`config.mk`:
```
export PLATFORM = sky130hd
export DESIGN_NAME = alu_share_arb
export DESIGN_NICKNAME = d
export VERILOG_FILES = /design/src/rtl/alu_share_arb.sv
export SDC_FILE = /design/constraint.sdc
export NUM_CORES = 1
export LEC_CHECK = 0
export ABC_AREA = 1
export CAP_MARGIN = 20
export CORE_MARGIN = 3
export CORE_UTILIZATION = 39
export DETAILED_ROUTE_END_ITERATION = 7
export PLACE_DENSITY = 0.78
export SLEW_MARGIN = 40
export SYNTH_ARGS = -nofsm -noshare
export SYNTH_HDL_FRONTEND = slang
export SYNTH_SLANG_ARGS = --single-unit
```
`constraint.sdc`:
```
create_clock -name clk -period 1.8 [get_ports clk]
set_input_delay 0.27 -clock clk [delete_from_list [all_inputs] [get_ports clk]]
set_output_delay 0.27 -clock clk [all_outputs]
set_load 0.05 [all_outputs]
```
`src/rtl/alu_share_arb.sv`:
```
// Shared-ALU arbiter: lets NUM_REQ requesters take turns on one combinational
// ALU with valid/ready handshakes. Only one operation is in flight at a time.
//   clk, rst_n       clock (rising edge) and asynchronous active-low reset
//   req_valid_i      per-requester operation pending
//   req_alu_in_i     per-requester operands and opcode
//   req_ready_o      grant, one-hot, combinational in the accepting cycle
//   alu_in_o         operands to the ALU (driven only in EXEC, else zero)
//   alu_res_i/zero_i ALU result and zero flag
//   rsp_valid_o      result valid, one-hot to the owning requester
//   rsp_ready_i      per-requester result consume
//   rsp_data_o/zero_o registered result, held until the owner consumes it
//   busy_o           a transaction is in flight

package alu_share_arb_pkg;
  localparam int unsigned DATA_W = 32;
  localparam int unsigned OP_W   = 4;

  typedef enum logic [OP_W-1:0] {
    ALU_ADD  = 4'd0,
    ALU_SUB  = 4'd1,
    ALU_AND  = 4'd2,
    ALU_OR   = 4'd3,
    ALU_XOR  = 4'd4,
    ALU_SLT  = 4'd5,
    ALU_SLTU = 4'd6
  } alu_op_e;

  typedef struct packed {
    logic [DATA_W-1:0] a;
    logic [DATA_W-1:0] b;
    alu_op_e           op;
  } alu_in_t;
endpackage

module alu_share_arb
  import alu_share_arb_pkg::*;
#(
  parameter int unsigned NUM_REQ = 2,
  parameter bit          RR_EN   = 1'b1
) (
  input  logic               clk,
  input  logic               rst_n,
  input  logic [NUM_REQ-1:0] req_valid_i,
  input  alu_in_t            req_alu_in_i [NUM_REQ],
  output logic [NUM_REQ-1:0] req_ready_o,
  output alu_in_t            alu_in_o,
  input  logic [DATA_W-1:0]  alu_res_i,
  input  logic               alu_zero_i,
  output logic [NUM_REQ-1:0] rsp_valid_o,
  input  logic [NUM_REQ-1:0] rsp_ready_i,
  output logic [DATA_W-1:0]  rsp_data_o,
  output logic               rsp_zero_o,
  output logic               busy_o
);

  localparam int unsigned IDX_W = (NUM_REQ > 1) ? $clog2(NUM_REQ) : 1;

  typedef enum logic [1:0] {
    S_IDLE = 2'd0,
    S_EXEC = 2'd1,
    S_RESP = 2'd2
  } state_e;

  state_e            state_q, state_d;
  logic [IDX_W-1:0]  rr_ptr_q, rr_ptr_d;
  logic [IDX_W-1:0]  owner_q, owner_d;
  alu_in_t           op_q, op_d;
  logic [DATA_W-1:0] rsp_data_q, rsp_data_d;
  logic              rsp_zero_q, rsp_zero_d;

  logic              win_found;
  logic [IDX_W-1:0]  win_idx;
  int unsigned       cand;
  int unsigned       nxt_ptr;
  logic              rsp_hs;
  logic              grant_en;

  // Winner search: rotate from rr_ptr (round-robin) or from 0 (fixed priority)
  always_comb begin : arb
    win_found = 1'b0;
    win_idx   = '0;
    cand      = 0;
    for (int unsigned off = 0; off < NUM_REQ; off++) begin
      cand = RR_EN ? (32'(rr_ptr_q) + off) : off;
      if (cand >= NUM_REQ) cand = cand - NUM_REQ;
      if (!win_found && req_valid_i[IDX_W'(cand)]) begin
        win_found = 1'b1;
        win_idx   = IDX_W'(cand);
      end
    end
    nxt_ptr = 32'(win_idx) + 32'd1;
    if (nxt_ptr >= NUM_REQ) nxt_ptr = 0;
  end

  // A new grant is possible from IDLE, or from RESP in the owner's consume cycle
  assign rsp_hs   = (state_q == S_RESP) && rsp_ready_i[owner_q];
  assign grant_en = win_found && ((state_q == S_IDLE) || rsp_hs);

  // Next-state and output decode
  always_comb begin : fsm
    state_d     = state_q;
    rr_ptr_d    = rr_ptr_q;
    owner_d     = owner_q;
    op_d        = op_q;
    rsp_data_d  = rsp_data_q;
    rsp_zero_d  = rsp_zero_q;
    req_ready_o = '0;
    rsp_valid_o = '0;
    alu_in_o    = '0;

    unique case (state_q)
      S_IDLE: begin
        if (grant_en) state_d = S_EXEC;
      end
      S_EXEC: begin
        alu_in_o   = op_q;
        rsp_data_d = alu_res_i;
        rsp_zero_d = alu_zero_i;
        state_d    = S_RESP;
      end
      S_RESP: begin
        rsp_valid_o[owner_q] = 1'b1;
        if (rsp_hs) state_d = win_found ? S_EXEC : S_IDLE;
      end
      default: state_d = S_IDLE;
    endcase

    if (grant_en) begin
      req_ready_o[win_idx] = 1'b1;
      op_d                 = req_alu_in_i[win_idx];
      owner_d              = win_idx;
      if (RR_EN) rr_ptr_d  = IDX_W'(nxt_ptr);
    end
  end

  // State and datapath registers
  always_ff @(posedge clk or negedge rst_n) begin : regs
    if (!rst_n) begin
      state_q    <= S_IDLE;
      rr_ptr_q   <= '0;
      owner_q    <= '0;
      op_q       <= '0;
      rsp_data_q <= '0;
      rsp_zero_q <= 1'b0;
    end else begin
      state_q    <= state_d;
      rr_ptr_q   <= rr_ptr_d;
      owner_q    <= owner_d;
      op_q       <= op_d;
      rsp_data_q <= rsp_data_d;
      rsp_zero_q <= rsp_zero_d;
    end
  end

  assign rsp_data_o = rsp_data_q;
  assign rsp_zero_o = rsp_zero_q;
  assign busy_o     = (state_q != S_IDLE);

endmodule

```
==> run metrics <==
status complete, but fails checks; failing checks negative hold slack; first-pass GRT wire length 28700 µm; Final Max Tran Viols 0; Yosys reg bits 105; I/O pins 281; Distinct cells, synth 18; min-delay worst type in2async; Mapped Cells 769; Final setup viols 0; Die Height 127 µm; RSZ-0062 raised after global routing true; Buffers on Ports 280; Yosys top cell by area dfrtp_1; TritonCTS buffer count 9; Area contributors post-synth dfrtp_1, nand2_1, nand3_1; CP Data Required Time 1530 ps; proportion of synthesized chip area in sequential cells 0.459; Worst Path Max Fanout 2; vias in the first global route 5661; Avg Synthesized Cell Area 7.45 µm²; arrival time worst endpoint 1510 ps; WL/cell 16.5 µm; drt first pass iters 4; CTS tree yes; maxcap violations 0; endpoint class of the critical path output pin; minimum clock period after layout 1780 ps; Core ar. 14100 µm²; fillcell total 1072; Final ANT Viol Nets 0; die width 127 µm; vias per cell 4.95; row cnt 43; Root Buffer clkbuf_16; Final period util 0.989; dpl ws 4.54 ps; nets@finish 1211; max incr delay on CP 800 ps; # DRC 0; H-tree levels 3; FF/Latch Area 2630 µm²; Overflow after GRT 0; CP max stage cell clkdlybuf4s50_1; Total GRT Usage 0.225; multi-input logic area 2820 µm²; Skew-Pair Late Insertion Delay 350 ps; final core utilization 0.723; Final Hold Fails 7; most frequent cells in the layout nand2_1, clkdlybuf4s50_1, nand3_1; CTS max path bufs 2; Worst Path Buf+Inv 1; top cell type's share of synthesized area 0.459; fmax 562 MHz; Leak 4.97 nW; Initial Util 0.406; commonest non-fill, non-tap cell in the layout nand2_1; Least-Margin Pin Slew 563 ps; final WL 20200 µm; area growth from synthesis to layout 77.9%; Setup Crit Path Kind reg2out; DR vias 6041; largest net degree at the start of global routing 106; full die area 16200 µm²; initial antenna violation count 0; Critical Path Start Type flop; Worst Clk Skew 4.85 ps; share of layout cells above drive strength 1 0.240; CP Cell Sequence clkdlybuf4s50_1; Slew HR 0.625; initial drt markers 319; Final Wtd Congestion 0.843; P per Cell Area 1840 nW/µm²; Antenna Cells 0; CTS Hold Bufs 0; Synth warnings 0; total clock sinks 105; Final WS setup 19.3 ps; DP HPWL 13700 µm; top cell family by delay on the critical path buffers and inverters; Worst VDD drop 1060 µV; Mapped Area 5730 µm²; worst hold margin -15.6 ps; Net Count, Synth 944; Clock Pin Slew Worst Setup and Hold Paths 70 ps
## per-layer routing
metal  global-route usage  part of all wire  vias up
met5                    0                 0        -
met1                0.262              0.37     2873
met4               0.0770             0.021        0
met3               0.0694             0.090       28
met2                0.395              0.52      242
li1                     -                 -     2898
## power by group
| part | switching, mW | internal [mW] | leakage (nW) |
|---|---|---|---|
| clock network | 0.875 | 1.06 | 0.137 |
| registers | 0.643 | 3.54 | 1.27 |
| logic | 7.54 | 5.07 | 3.56 |
## stage by stage
stage          total power [mW]  hold WS [ps]  setup TNS (ps)  cell area [µm²]  cells
2_1_floorplan              10.9         -25.6           -6840             5740    769
3_3_place_gp               15.5           391               0             9410   1196
3_5_place_dp               15.7           391               0             9410   1196
4_1_cts                    17.9          7.95            -759             9780   1211
5_1_grt                    19.8          24.5            -419            10200   1220
6_report                   18.7         -15.6               0            10200   1220
## synthesized netlist by cell type
| library cell | number |
|---|---|
| inv_2 | 2 |
| buf_1 | 1 |
| nand2_8 | 1 |
| dfrtp_1 | 105 |
| nor2_1 | 71 |
| nand2_1 | 284 |
| inv_1 | 76 |
| buf_6 | 4 |
| buf_2 | 30 |
| mux2_1 | 5 |
| or2_1 | 1 |
| clkbuf_1 | 11 |
| nand2_2 | 1 |
| nand2_4 | 1 |
| buf_4 | 9 |
| nand3_1 | 128 |
| mux2_2 | 28 |
| nand3_2 | 11 |
## cell type report
cell class | instances | share of cell area
clock inverter | 6 | 0.00590
multi-input combinational | 531 | 0.277
sequential | 105 | 0.258
timing repair buffer | 311 | 0.385
tap | 180 | 0.0221
clock buffer | 9 | 0.0221
inverter | 78 | 0.0295
## logic make-up after synthesis
kind of cell | count (synthesis) | share of synthesized area
AND/OR/NAND/NOR | 498 | 0.371
buffers and inverters | 133 | 0.105
flip-flops | 105 | 0.459
multiplexers | 33 | 0.0649
## what timing repair did
item	4_1_cts	5_1_grt
endpoints found under the setup margin	50	80
pin swaps	0	2
setup buffers	0	3
gates resized for setup	39	76
cloned	0	6
## state kept, by name, indices dropped and copies added (netlist names)
| register | flops |
|---|---|
| op_q | 68 |
| rr_ptr_q | 1 |
| state_q | 2 |
| rsp_data_o | 32 |
| rsp_zero_o | 1 |
| owner_q | 1 |
## worst paths after layout
kind	slack, ps	depth (start not counted)	startpoint	endpoint
max	20	1	rsp_data_o[13]	rsp_data_o[13]
min	-20	2	rst_n	op_q[27]
max reg2reg	320	9	owner_q	op_q[49]
min reg2reg	470	2	op_q[56]	op_q[56]
max in group asynchronous	1380	2	rst_n	state_q[0]
min in group clk	360	4	req_valid_i[1]	rr_ptr_q
Note: power is estimated with default switching activity, not from simulation.
